<file path="src/rtl/seg7_pkg.sv">
// -----------------------------------------------------------------------------
// seg7_pkg
// Shared types and constants for the seven-segment scan driver.
//   digit_t    : one BCD digit code (0-9 valid, 10-15 render blank)
//   seg_t      : active-low segment pattern, bit order gfedcba
//   SEG_BLANK  : all segments off
//   SEG_TABLE  : active-low patterns for digits 0-9
// -----------------------------------------------------------------------------
package seg7_pkg;

    typedef logic [3:0] digit_t;
    typedef logic [6:0] seg_t;

    localparam seg_t SEG_BLANK = 7'b1111111;

    // Index 0 is the pattern for digit 0; common-anode, so 0 lights a segment.
    localparam seg_t SEG_TABLE [10] = '{
        7'b1000000,  // 0
        7'b1111001,  // 1
        7'b0100100,  // 2
        7'b0110000,  // 3
        7'b0011001,  // 4
        7'b0010010,  // 5
        7'b0000010,  // 6
        7'b1111000,  // 7
        7'b0000000,  // 8
        7'b0010000   // 9
    };

endpackage

</file>
<file path="src/rtl/seg7_decode.sv">
// -----------------------------------------------------------------------------
// seg7_decode
// Combinational BCD to active-low seven-segment decoder.
// Ports:
//   digit : input  digit_t  digit code to render
//   seg   : output seg_t    gfedcba pattern, 0 = lit; codes 10-15 give blank
// -----------------------------------------------------------------------------
module seg7_decode
    import seg7_pkg::*;
(
    input  digit_t digit,
    output seg_t   seg
);

    // NOTE: every signal assigned in always_comb gets a default first, so no
    // path leaves it unassigned and no latch is inferred.
    always_comb begin
        seg = SEG_BLANK;
        for (int i = 0; i < 10; i++) begin
            if (digit == 4'(i)) begin
                seg = SEG_TABLE[i];
            end
        end
    end

endmodule

</file>
<file path="src/rtl/seg7_scan_driver.sv">
// -----------------------------------------------------------------------------
// seg7_scan_driver
// Time-multiplexed multi-digit seven-segment driver for common-anode displays.
// A prescaler divides each digit slot into SCAN_DIV cycles; the first
// BLANK_CYC cycles of every slot keep all digits dark to avoid ghosting.
// New values are captured into a pending buffer and only transferred to the
// display buffer at the frame boundary, so a frame never shows mixed values.
//
// Optional feature (compile-time macro LEADING_ZERO_BLANK_EN):
//   defined   : zero digits above the most significant non-zero digit are
//               blanked; digit 0 is always shown.
//   undefined : every digit is decoded as-is.
//
// Parameters:
//   NUM_DIGITS : digits scanned (1-8)
//   SCAN_DIV   : clock cycles per digit slot (>= 2)
//   BLANK_CYC  : dark cycles at the start of each slot (< SCAN_DIV)
// Ports:
//   clk         : input   system clock, rising edge
//   rst_n       : input   asynchronous active-low reset
//   load        : input   one-cycle strobe, capture bcd_in
//   bcd_in      : input   packed digits, digit 0 = bits [3:0] = rightmost
//   seg         : output  segment bus gfedcba, active-low
//   an          : output  digit enables, active-low one-hot, all ones when dark
//   frame_start : output  pulse coincident with the digit-0 blank cycle 0
// -----------------------------------------------------------------------------
module seg7_scan_driver
    import seg7_pkg::*;
#(
    parameter int NUM_DIGITS = 4,
    parameter int SCAN_DIV   = 1000,
    parameter int BLANK_CYC  = 2
) (
    input  logic                    clk,
    input  logic                    rst_n,
    input  logic                    load,
    input  logic [4*NUM_DIGITS-1:0] bcd_in,
    output logic [6:0]              seg,
    output logic [NUM_DIGITS-1:0]   an,
    output logic                    frame_start
);

    localparam int PRE_W = (SCAN_DIV > 1) ? $clog2(SCAN_DIV) : 1;
    localparam int IDX_W = (NUM_DIGITS > 1) ? $clog2(NUM_DIGITS) : 1;
    localparam logic [PRE_W-1:0] PRE_LAST = PRE_W'(SCAN_DIV - 1);
    localparam logic [IDX_W-1:0] IDX_LAST = IDX_W'(NUM_DIGITS - 1);

    // Reject illegal configurations at elaboration time.
    if (NUM_DIGITS < 1 || NUM_DIGITS > 8) begin : g_bad_num_digits
        $error("seg7_scan_driver: NUM_DIGITS must be 1..8");
    end
    if (SCAN_DIV < 2) begin : g_bad_scan_div
        $error("seg7_scan_driver: SCAN_DIV must be >= 2");
    end
    if (BLANK_CYC < 0 || BLANK_CYC >= SCAN_DIV) begin : g_bad_blank_cyc
        $error("seg7_scan_driver: BLANK_CYC must be in 0..SCAN_DIV-1");
    end

    // ------------------------------------------------------------------
    // Scan state
    // ------------------------------------------------------------------
    logic [PRE_W-1:0]        pre_q;
    logic [IDX_W-1:0]        idx_q;
    logic                    frame_wrap;
    logic                    in_blank;

    // Last cycle of the last slot: the next edge enters digit 0, cycle 0.
    assign frame_wrap = (pre_q == PRE_LAST) && (idx_q == IDX_LAST);
    assign in_blank   = (pre_q < PRE_W'(BLANK_CYC));

    // NOTE: sequential state uses non-blocking assignments only, so every
    // register samples pre-edge values regardless of block ordering.
    always_ff @(posedge clk or negedge rst_n) begin
        if (!rst_n) begin
            pre_q <= '0;
            idx_q <= '0;
        end else if (pre_q == PRE_LAST) begin
            pre_q <= '0;
            // With a single digit IDX_LAST is 0, so the index stays at 0.
            idx_q <= (idx_q == IDX_LAST) ? '0 : idx_q + 1'b1;
        end else begin
            pre_q <= pre_q + 1'b1;
        end
    end

    // ------------------------------------------------------------------
    // Double buffer: pending captures loads, display changes only on wrap
    // ------------------------------------------------------------------
    logic [4*NUM_DIGITS-1:0] pending_q;
    logic                    pending_valid_q;
    logic [4*NUM_DIGITS-1:0] display_q;

    // NOTE: the data buffers are reset too, not just the control bits, so
    // the display reliably shows zeros out of reset instead of random digits.
    always_ff @(posedge clk or negedge rst_n) begin
        if (!rst_n) begin
            pending_q       <= '0;
            pending_valid_q <= 1'b0;
            display_q       <= '0;
        end else if (frame_wrap) begin
            // A load on the boundary itself is newer than anything pending.
            if (load) begin
                display_q <= bcd_in;
            end else if (pending_valid_q) begin
                display_q <= pending_q;
            end
            pending_valid_q <= 1'b0;
        end else if (load) begin
            pending_q       <= bcd_in;
            pending_valid_q <= 1'b1;
        end
    end

    // ------------------------------------------------------------------
    // Digit selection and optional leading-zero blanking
    // ------------------------------------------------------------------
    digit_t                  disp_digit [NUM_DIGITS];
    logic [NUM_DIGITS-1:0]   shown;
    digit_t                  cur_digit;
    logic                    cur_shown;
    seg_t                    dec_seg;

    always_comb begin
        for (int i = 0; i < NUM_DIGITS; i++) begin
            disp_digit[i] = display_q[4*i +: 4];
        end
    end

`ifdef LEADING_ZERO_BLANK_EN
    // Walk from the top digit down; a digit is shown once any digit at or
    // above it is non-zero. Digit 0 is forced on so zero reads as "0".
    always_comb begin
        logic seen;
        seen  = 1'b0;
        shown = '0;
        for (int i = NUM_DIGITS - 1; i >= 1; i--) begin
            if (disp_digit[i] != 4'd0) begin
                seen = 1'b1;
            end
            shown[i] = seen;
        end
        shown[0] = 1'b1;
    end
`else
    assign shown = '1;
`endif

    always_comb begin
        cur_digit = '0;
        cur_shown = 1'b0;
        for (int i = 0; i < NUM_DIGITS; i++) begin
            if (idx_q == IDX_W'(i)) begin
                cur_digit = disp_digit[i];
                cur_shown = shown[i];
            end
        end
    end

    seg7_decode u_decode (
        .digit (cur_digit),
        .seg   (dec_seg)
    );

    // ------------------------------------------------------------------
    // Registered pin drivers: one cycle behind the scan state
    // ------------------------------------------------------------------
    always_ff @(posedge clk or negedge rst_n) begin
        if (!rst_n) begin
            seg         <= SEG_BLANK;
            an          <= '1;
            frame_start <= 1'b0;
        end else begin
            frame_start <= (pre_q == '0) && (idx_q == '0);
            if (in_blank) begin
                seg <= SEG_BLANK;
                an  <= '1;
            end else begin
                seg <= cur_shown ? dec_seg : SEG_BLANK;
                an  <= ~(NUM_DIGITS'(1) << idx_q);
            end
        end
    end

endmodule

</file>
<file path="config.mk">
export PLATFORM = sky130hd
export DESIGN_NAME = seg7_scan_driver
export DESIGN_NICKNAME = d
export VERILOG_FILES = /design/src/rtl/seg7_pkg.sv /design/src/rtl/seg7_decode.sv /design/src/rtl/seg7_scan_driver.sv
export SDC_FILE = /design/constraint.sdc
export NUM_CORES = 1
export LEC_CHECK = 0
export ABC_AREA = 1
export CAP_MARGIN = 30
export CORE_ASPECT_RATIO = 0.6
export CORE_MARGIN = 2
export CORE_UTILIZATION = 51
export CTS_CLUSTER_DIAMETER = 40
export DETAILED_ROUTE_END_ITERATION = 10
export PLACE_DENSITY = 0.7
export SYNTH_ARGS = -nofsm -noshare
export SYNTH_HDL_FRONTEND = slang
export SYNTH_SLANG_ARGS = --single-unit
</file>
<file path="constraint.sdc">
create_clock -name clk -period 2.14 [get_ports clk]
set_input_delay 0.321 -clock clk [delete_from_list [all_inputs] [get_ports clk]]
set_output_delay 0.321 -clock clk [all_outputs]
set_load 0.02 [all_outputs]
</file>
==> metrics.md, run 1 <==
| Metric | Value |
|---|---|
| Worst slew pin tran | 1.036 ns |
| Met3 usage | under 10% |
| N_diodes | 0 |
| Synth warn | 0 |
| Clock transition at path regs | about 0.070 ns |
| Tmin final | a little under 2 ns |
| Unique masters post-synth | 32 |
| I/O Buffers | 30 |
| CTS tree | done |
| Total Neg Setup Slack | 0 ns |
| Die H | 61.35 um |
| First-pass GRT wire length | 9390 um |
| Syn Nets | 335 |
| Crit. End Element | register |
| Final number of setup-violating endpoints | 0 |
| Critical path class | register to register |
| I/O pin count | 31 |
| H-tree Lvls | 3 |
| Clk_skew | roughly 0.0090 ns |
| GPL Wtd Cong | between 0.8 and 0.9 |
| Cts bufs inserted | 9 |
| Worst path slowest cell | dfrtp_1 |
| Worst Path Max Fanout | 17 |
| CP required | between 2 and 2.5 ns |
| Crit path launch type | register |
| Post-DR wirelength/cell | roughly 14 um |
| Placed wire-length estimate | roughly 3900 um |
| DRC | 0 |
| Nets@finish | 371 |
| Fin area | about 0.0034 mm^2 |
| Top Usage Layer GRT | met2 |
| Initial drt markers | roughly 130 |
| FF+latch count, synth | 57 |
| Fmax achieved | roughly 520 MHz |
| Place WS | 0.08024 ns |
| VDD IR-drop max | between 0.4 and 0.5 mV |
| Via count | 2231 |
| Gr usage total | 20.21% |
| Number of core rows | 20 |
| DIE AREA | approximately 0.0061 mm^2 |
| Max-slew violation count | 0 |
| Area occupied by multi-input gates | about 0.0012 mm^2 |
| Final worst path period share | between 80% and 90% |
| Total Wirelength | around 5600 um |
| P per Cell Area | approximately 640 mW/mm^2 |
| Post-route setup slack | roughly 0.22 ns |
| Fraction of layout cells with a size suffix above 1 | 17.38% |
| Largest net degree at the start of global routing | 35 |
| Max clock buf depth | 2 |
| Max-cap violations | 0 |
| Avg Inst Size Synth | between 9 and 10 um^2 |
| Via density | around 5.4 |
| Overflow left after global routing | 0 |
| Storage cell area | ~0.0014 mm^2 |
| Lkg Pwr | 1.651 nW |
| Post-route ant nets | 0 |
| Initial antenna violation count | 0 |
| Skew-Pair Late Insertion Delay | approximately 0.33 ns |
| Fin. Hold Viols | 0 |
| CP Cell Sequence | ha_1 > nand2_2 > inv_2 > nand2_2 > nor3_4 > nand2_4 > clkinv_2 > o21ai_2 > o21ai_2 |
| Post-Synthesis Cells | between 300 and 400 |
| Min-Delay Path Class | register to register |
| Synthesis-to-layout area growth | 20.28% |
| Initial Util | 53.96% |
| Slew headroom | about 31% |
| Clk sinks | 57 |
| Outcome | complete, no violations |
| Root buffer cell | clkbuf_8 |
| CP arrival | ~2.2 ns |
| Core Area | ~0.0052 mm^2 |
| Synth Cell Area | between 0.002 and 0.003 mm^2 |
| Met2 Use GR | around 30% |
| Die span in x | 99.58 um |
| Met1 global-route usage | approximately 29% |
| DR pass1 iterations | 4 |
| Vias in the first global route | approximately 2000 |
| Fillers | 446 |
| Post-DP Area | roughly 0.0032 mm^2 |
| Sequential element share of the synthesized area | ~50% |
| CP max stage delay | 0.40 ns |
==> report_power, final <==
part	switching (mW)	internal, mW	total, mW
Clock	0.422	0.476	0.898
Combinational	0.0797	0.0662	0.146
Sequential	0.0134	1.11	1.12
Total	0.515	1.65	2.16
==> final timing paths <==
path / from / to / slack (ns) / cells past startpoint
max: pre_q[1]$_DFF_PN0_ / display_q[13]$_DFFE_PN0P_ / 0.22 / 9
min: pending_q[10]$_DFFE_PN0P_ / pending_q[10]$_DFFE_PN0P_ / 0.47 / 2
max reg2reg: pre_q[1]$_DFF_PN0_ / display_q[13]$_DFFE_PN0P_ / 0.22 / 9
min reg2reg: pending_q[10]$_DFFE_PN0P_ / pending_q[10]$_DFFE_PN0P_ / 0.47 / 2
max in group asynchronous: rst_n / an[0]$_DFF_PN1_ / 1.02 / 3
min in group asynchronous: rst_n / pending_q[5]$_DFFE_PN0P_ / 0.50 / 2
==> state kept, by name, summed over array words and instances, names as in the netlist <==
signal,count
pending_q,16
frame_start,1
display_q,16
an,4
idx_q,2
pending_valid_q,1
pre_q,10
seg,7
==> per-stage QoR <==
| step | hold WS [ns] | cells | total power, mW | utilization (%) |
|---|---|---|---|---|
| 6_report | 0.4695 | 417 | 2.163 | 64.90 |
| 4_1_cts | 0.4749 | 416 | 2.193 | 64.59 |
| 5_1_grt | 0.4866 | 417 | 2.258 | 64.90 |
| 3_3_place_gp | 0.3315 | 399 | 1.279 | 60.89 |
| 3_5_place_dp | 0.3308 | 399 | 1.284 | 60.89 |
| 2_1_floorplan | 0.02541 | 310 | 1.204 | - |
==> metal layers <==
layer	routed length, um	vias to the layer above
met1	2889	1069
met5	0	-
met4	70	0
met3	261	9
met2	2416	64
li1	-	1089
==> cells by family after synthesis <==
kind of cell	share of synthesized area (%)
DFF	51.52
buffers and inverters	5.909
and+or+nand+nor	23.86
muxes	5.371
adders and majority gates	2.686
AOI/OAI and AO/OA	10.65
==> cell usage in the layout (no fill, tap or decap), types with 2 or more instances in the layout <==
cell type | Yosys | layout
clkdlybuf4s50_1 | 0 | 29
o21ai_2 | 16 | 17
ha_1 | 6 | 6
nand2_2 | 5 | 5
clkinvlp_4 | 0 | 2
mux2i_1 | 15 | 15
nor2_1 | 24 | 24
inv_1 | 24 | 24
clkbuf_8 | 0 | 11
o21bai_1 | 2 | 2
a21oi_2 | 0 | 2
nand3_1 | 26 | 26
buf_12 | 0 | 2
nand2_1 | 84 | 84
nand4_1 | 2 | 2
dfrtp_1 | 46 | 46
clkinv_2 | 1 | 4
dfstp_2 | 11 | 11
a21oi_1 | 12 | 10
o21ai_0 | 9 | 9
nor3_1 | 6 | 6
==> worst max-delay path: cells and delay by family (launching register included) <==
family | cells | cell delay, ns
AOI/OAI and AO/OA | 2 | 0.51
buffers and inverters | 2 | 0.23
and+or+nand+nor | 4 | 0.52
adders and majority gates | 1 | 0.20
DFF | 1 | 0.40
==> cell type report <==
class	count	area share [%]
clock buffer	11	4.503
tap	66	2.456
sequential	57	42.84
clock inverter	5	0.8932
inverter	26	2.940
multi-input combinational	218	35.88
timing repair buffer	34	10.49
==> Yosys cell counts, drive strengths merged <==
library cell,instances,area (um^2)
nor3,7,46.30
o31ai,1,7.510
inv,25,93.84
nand4,2,12.51
nor4,1,6.260
dfrtp,46,1151
ha,6,75.07
a31oi,1,6.260
o21bai,2,15.01
nand3b,1,7.510
nor2,24,90.09
nand3,27,140.1
nand2,90,357.8
o211ai,1,7.510
clkbuf,2,7.510
dfstp,11,289.0
and3,1,6.260
mux2i,15,150.1
clkinv,1,5.000
buf,8,58.81
a21oi,12,60.06
o21ai,26,201.4
==> timing repair <==
action,in CTS,in global routing
endpoints found under the setup margin,0,11
hold endpoints to repair,15,0
hold buffers,1,0
resized for setup,0,2
buffers inserted,0,0
No activity file was read; power rests on OpenSTA's default activity.
==> run 2: changes to the inputs <==
- CELL_PAD_IN_SITES_DETAIL_PLACEMENT: not set -> 1
- CELL_PAD_IN_SITES_GLOBAL_PLACEMENT: not set -> 2
- CORE_UTILIZATION: 51 -> 34
- GPL_ROUTABILITY_DRIVEN: not set -> 0
- PLACE_DENSITY: 0.7 -> 0.75
- SLEW_MARGIN: not set -> 20
==> metrics.md, run 2 (same netlist as run 1, synthesis figures left out) <==
| Metric | Value |
|---|---|
| Clk_skew | 0.006762 ns (-0.002218 ns) |
| Core Area | 0.007914 mm^2 (+53%) |
| Total Wirelength | 6508 um (+15%) |
| Post-DR wirelength/cell | 14.06 um (+4.0%) |
| I/O Buffers | 30 (unchanged) |
| CP arrival | 2.14 ns (-0.04 ns) |
| Initial antenna violation count | 0 (unchanged) |
| VDD IR-drop max | 0.4118 mV (-4.3%) |
| Fin. Hold Viols | 0 (unchanged) |
| I/O pin count | 31 (unchanged) |
| Final number of setup-violating endpoints | 0 (unchanged) |
| Core Util, Final | 45.38% (-20 points) |
| Crit path launch type | register |
| Worst Reg-to-Reg Cells | 9 (unchanged) |
| Post-route ant nets | 0 (unchanged) |
| Post-DP Area | 0.003214 mm^2 (+1.9%) |
| Max-cap violations | 0 (unchanged) |
| Die span in x | 121.1 um (+22%) |
| Outcome | complete, no violations |
| DIE AREA | 0.008986 mm^2 (+47%) |
| Min-Delay Path Class | primary input to asynchronous set/reset pin |
| Max clock buf depth | 2 (unchanged) |
| Pwr Total | 2.718 mW (+26%) |
| Nets@finish | 375 (+1.1%) |
| Via density | 4.749 (-11%) |
| Worst Path Max Fanout | 6 (-11) |
| Fraction of layout cells with a size suffix above 1 | 18.31% (+0.93 points) |
| Clk sinks | 57 (unchanged) |
| CP required | 2.37 ns (-0.03 ns) |
| Largest net degree at the start of global routing | 35 (unchanged) |
| First-pass GRT wire length | 11000 um (+17%) |
| Most frequent cells in the layout | nand2_1 (84), dfrtp_1 (46), clkdlybuf4s50_1 (29) |
| P per Cell Area | 756.8 mW/mm^2 (+18%) |
| Final worst path period share | 89.44% (-0.48 points) |
| Clock transition at path regs | 0.05 ns (-0.02 ns) |
| Vias in the first global route | 2192 (+11%) |
| Cts bufs inserted | 9 (unchanged) |
| DR pass1 iterations | 4 (unchanged) |
| DRC | 0 (unchanged) |
| Max-slew violation count | 0 (unchanged) |
| Fin area | 0.003591 mm^2 (+6.8%) |
| Biggest regs | display_q (16), pending_q (16), pre_q (10) |
| Initial drt markers | 81 (-36%) |
| Initial Util | 35.32% (-19 points) |
| Critical path class | register to register |
| Root buffer cell | clkbuf_16 |
| Post-route setup slack | 0.2261 ns (+0.01033 ns) |
| Fmax achieved | 522.5 MHz (+0.54%) |
| Commonest non-fill, non-tap cell in the layout | nand2_1 |
| N_diodes | 0 (unchanged) |
| H-tree Lvls | 3 (unchanged) |
| Via count | 2199 (-1.4%) |
| Tmin final | 1.914 ns (-0.01033 ns) |
| Slew headroom | 58.23% (+27 points) |
| Crit. End Element | register |
| Hold buffer count at cts | 0 (-1) |
| Die H | 74.23 um (+21%) |
| Lkg Pwr | 1.743 nW (+5.6%) |
| Skew-Pair Late Insertion Delay | 0.33 ns (about the same) |
| Placed wire-length estimate | 4794 um (+24%) |
| CTS tree | done |
| Place WS | -0.07258 ns (-0.1528 ns) |
| Total Neg Setup Slack | 0 ns (unchanged) |
| Gr usage total | 16.29% (-3.9 points) |
| Number of core rows | 25 (+25%) |
| Synthesis-to-layout area growth | 28.47% |
| RSZ-0062 raised after global routing | no |
| Fillers | 905 (+100%) |
| Overflow left after global routing | 0 (unchanged) |
| Worst slew pin tran | 0.6266 ns (-0.4091 ns) |
[run 2: changes by cell type in the layout (fill, tap and decap cells not counted), sizes merged]
cell,previous run,this run
buf,4,10
bufinv,0,1
o21ai,27,26
dlygate4sd3,1,0
clkinvlp,2,0
clkinv,4,2
clkbuf,11,14
[run 2: per-layer routing]
metal / GRT usage [%] / part of all wire, % / up-vias
li1: - / - / 1096
met1: 22.60 / 52 / 1061
met2: 23.97 / 42 / 33
met3: 5.675 / 4.5 / 9
met4: 5.426 / 1.1 / 0
met5: 0 / 0 / -
[run 2: worst paths after layout]
check	startpoint	slack (ns)	endpoint
max	idx_q[0]$_DFFE_PN0N_	0.23	seg[4]$_DFF_PN1_
min	rst_n	0.009	pre_q[4]$_DFF_PN0_
max reg2reg	idx_q[0]$_DFFE_PN0N_	0.23	seg[4]$_DFF_PN1_
min reg2reg	pending_q[1]$_DFFE_PN0P_	0.47	pending_q[1]$_DFFE_PN0P_
max in group asynchronous	rst_n	1.54	display_q[8]$_DFFE_PN0P_
min in group clk	pending_q[1]$_DFFE_PN0P_	0.47	pending_q[1]$_DFFE_PN0P_
[run 2: metrics by stage]
stage,hold WS (ns),std cells
final,0.008939,463
after CTS,0.03622,458
after global routing,0.04125,463
after floorplan,0.02541,310
after detailed placement,0.3913,442
after global placement,0.3691,442
[run 2: what timing repair did]
item / 4_1_cts / 5_1_grt
setup endpoints to repair: 4 / 20
cloned: 0 / 0
setup buffers: 0 / 4
resized for setup: 1 / 2
[run 2: layout make-up]
cell class                 instances  area (um^2)  share of cell area [%]
sequential                        57         1440                   40.10
multi-input combinational        217         1200                   33.41
timing repair buffer              39        407.9                   11.36
tap                              108        135.1                   3.763
clock inverter                     2        35.03                  0.9756
inverter                          26        98.84                   2.753
clock buffer                      14        274.0                   7.631
[run 2: power breakdown]
part | internal, mW | total [mW] | leakage, nW | switching (mW)
clock network | 0.992 | 1.45 | 0.153 | 0.458
registers | 1.11 | 1.12 | 0.709 | 0.0140
logic | 0.0651 | 0.146 | 0.881 | 0.0807
total | 2.17 | 2.72 | 1.74 | 0.552
[run 2: worst max-delay path: stages (launching register included)]
cell,delay [ns]
dfrtp_1,0.39
inv_1,0.13
ha_2,0.29
inv_1,0.12
nor2_1,0.10
nor2_1,0.07
a21oi_2,0.30
nand2_1,0.11
a21oi_2,0.20
o211ai_1,0.12
==> run 3: changes to the inputs <==
- CORE_UTILIZATION: 34 -> 31
- PLACE_DENSITY: 0.75 -> 0.72
- clock period: 2.14 -> 1.6 ns (I/O delays scaled with it)
==> metrics.md, run 3 (same netlist as run 1, synthesis figures left out) <==
| Metric | Value |
|---|---|
| Outcome | complete, but fails checks |
| Violated checks | negative setup slack |
| I/O pin count | 31 (unchanged) |
| Tmin final | 1.732 ns (-0.1820 ns) |
| Via count | 2440 (+11%) |
| Critical path class | register to register |
| Largest net degree at the start of global routing | 58 (+66%) |
| Clk_skew | 0.004762 ns (-0.002000 ns) |
| VDD IR-drop max | 0.5077 mV (+23%) |
| Crit. End Element | register |
| R2R Path End | seg[3]$_DFF_PN1_ |
| Fin area | 0.004502 mm^2 (+25%) |
| Max clock buf depth | 2 (unchanged) |
| Total Wirelength | 8355 um (+28%) |
| DIE AREA | 0.009818 mm^2 (+9.3%) |
| DR pass1 iterations | 4 (unchanged) |
| Max-cap violations | 0 (unchanged) |
| CP arrival | 1.98 ns (-0.16 ns) |
| R2r setup slk | -0.13 ns (-0.36 ns) |
| Most frequent cells in the layout | dfrtp_1 (44), nand2_1 (36), buf_4 (35) |
| RSZ-0062 raised after global routing | yes |
| Post-DP Area | 0.003521 mm^2 (+9.5%) |
| Final Non-Filler Cells | 515 (+11%) |
| Fmax achieved | 577.4 MHz (+11%) |
| Fraction of layout cells with a size suffix above 1 | 47.89% (+30 points) |
| Worst Path Max Fanout | 6 (unchanged) |
| Crit path launch | idx_q[0]$_DFFE_PN0N_ |
| Slew headroom | 69.91% (+12 points) |
| CP max stage delay | 0.44 ns (+0.05 ns) |
| Die span in x | 126.6 um (+4.6%) |
| First-pass GRT wire length | 12610 um (+15%) |
| Worst path slowest cell | dfrtp_2 |
| Cts bufs inserted | 9 (unchanged) |
| CTS tree | done |
| Synthesis-to-layout area growth | 61.06% |
| Max-slew violation count | 0 (unchanged) |
| Reg2reg start | idx_q[0]$_DFFE_PN0N_ |
| Initial antenna violation count | 0 (unchanged) |
| Lkg Pwr | 2.176 nW (+25%) |
| H-tree Lvls | 3 (unchanged) |
| Min-Delay Path Class | primary input to asynchronous set/reset pin |
| Worst path most repeated cell | nand2_1 |
| Initial Util | 32.42% (-2.9 points) |
| N_diodes | 0 (unchanged) |
| Worst Reg-to-Reg Cells | 10 (+1) |
| Biggest regs | display_q (16), pending_q (16), pre_q (10) |
| Root buffer cell | clkbuf_16 |
| P per Cell Area | 789.5 mW/mm^2 (+4.3%) |
| Nets@finish | 423 (+13%) |
| Core Area | 0.008621 mm^2 (+8.9%) |
| Hold_ws | 0.4385 ns (+0.4296 ns) |
| Gr usage total | 16.44% (+0.16 points) |
| Overflow left after global routing | 0 (unchanged) |
| Fin. Hold Viols | 0 (unchanged) |
| Vias in the first global route | 2511 (+15%) |
| Clock transition at path regs | 0.05 ns (about the same) |
| Post-route setup slack | -0.1319 ns (-0.3580 ns) |
| Initial drt markers | 150 (+85%) |
| Clk sinks | 57 (unchanged) |
| Die H | 77.56 um (+4.5%) |
| CP Cell Sequence | buf_6 > ha_4 > buf_4 > a21oi_2 > nand2_1 > nand2_2 > nand2_4 > nand3b_1 > nand3_1 > nand2_1 |
| Setup crit end | seg[3]$_DFF_PN1_ |
| Via density | 4.738 (-0.24%) |
| Final worst path period share | 108.2% (+19 points) |
| Commonest non-fill, non-tap cell in the layout | dfrtp_1 |
| Crit path launch type | register |
| I/O Buffers | 30 (unchanged) |
| Placed wire-length estimate | 5156 um (+7.6%) |
| Placed insts | 479 (+8.4%) |
| DRC | 0 (unchanged) |
| Core Util, Final | 52.22% (+6.8 points) |
| Final number of setup-violating endpoints | 34 (+34) |
| Post-DR wirelength/cell | 16.22 um (+15%) |
| Post-route ant nets | 0 (unchanged) |
| Worst slew pin tran | 0.4496 ns (-0.1769 ns) |
| Skew-Pair Late Insertion Delay | 0.33 ns (about the same) |
| CP required | 1.85 ns (-0.52 ns) |
| Number of core rows | 26 (+4.0%) |
[run 3: worst min-delay path by stage]
stage / to
final: pre_q[4]$_DFF_PN0_
after global routing: pre_q[4]$_DFF_PN0_
after CTS: pre_q[4]$_DFF_PN0_
after detailed placement: pre_q[4]$_DFF_PN0_
after global placement: pre_q[3]$_DFF_PN0_
after floorplan: display_q[0]$_DFFE_PN0P_
[run 3: metal layers]
| metal | routed length [um] | track usage (%) |
|---|---|---|
| met2 | 3726 | 23.32 |
| met5 | 0 | 0 |
| met3 | 318 | 5.034 |
| met4 | 82 | 4.725 |
| met1 | 4228 | 24.03 |
[run 3: what timing repair did]
action,4_1_cts,5_1_grt
setup buffers,4,10
setup endpoints to repair,25,42
gates cloned,1,4
pin swaps,8,22
gates resized for setup,34,113
hold endpoints to repair,46,0
hold buffers,1,0
[run 3: area by class of cell]
class,count,area [um^2]
Timing Repair Buffer,87,905.9
Multi-Input combinational cell,217,1635
Inverter,26,102.6
Sequential cell,57,1443
Tap cell,112,140.1
Clock buffer,13,260.3
Fill cell,940,4119
Clock inverter,3,15.01
[run 3: per-stage QoR]
step	setup TNS (ns)	setup slack, ns	power [mW]
after floorplan	-0.7770	-0.07053	1.610
after global placement	-0.8542	-0.1446	1.741
after detailed placement	-1.464	-0.2579	1.746
after CTS	-0.5496	-0.1052	3.538
after global routing	-5.304	-0.2159	3.687
final	-1.949	-0.1319	3.554
[run 3: worst max-delay path, delay by kind of cell, from the launching register on]
kind	cells	cell delay, ns
AND/OR/NAND/NOR	6	0.68
flip-flops	1	0.44
AO/OA/AOI/OAI	1	0.10
buffers and inverters	2	0.26
adder cells (fa/ha/maj)	1	0.17
[run 3: report_power, final]
| part | leakage, nW | internal (mW) | switching (mW) |
|---|---|---|---|
| combinational | 1.33 | 0.131 | 0.136 |
| sequential | 0.705 | 1.48 | 0.0318 |
| clock | 0.139 | 1.12 | 0.651 |
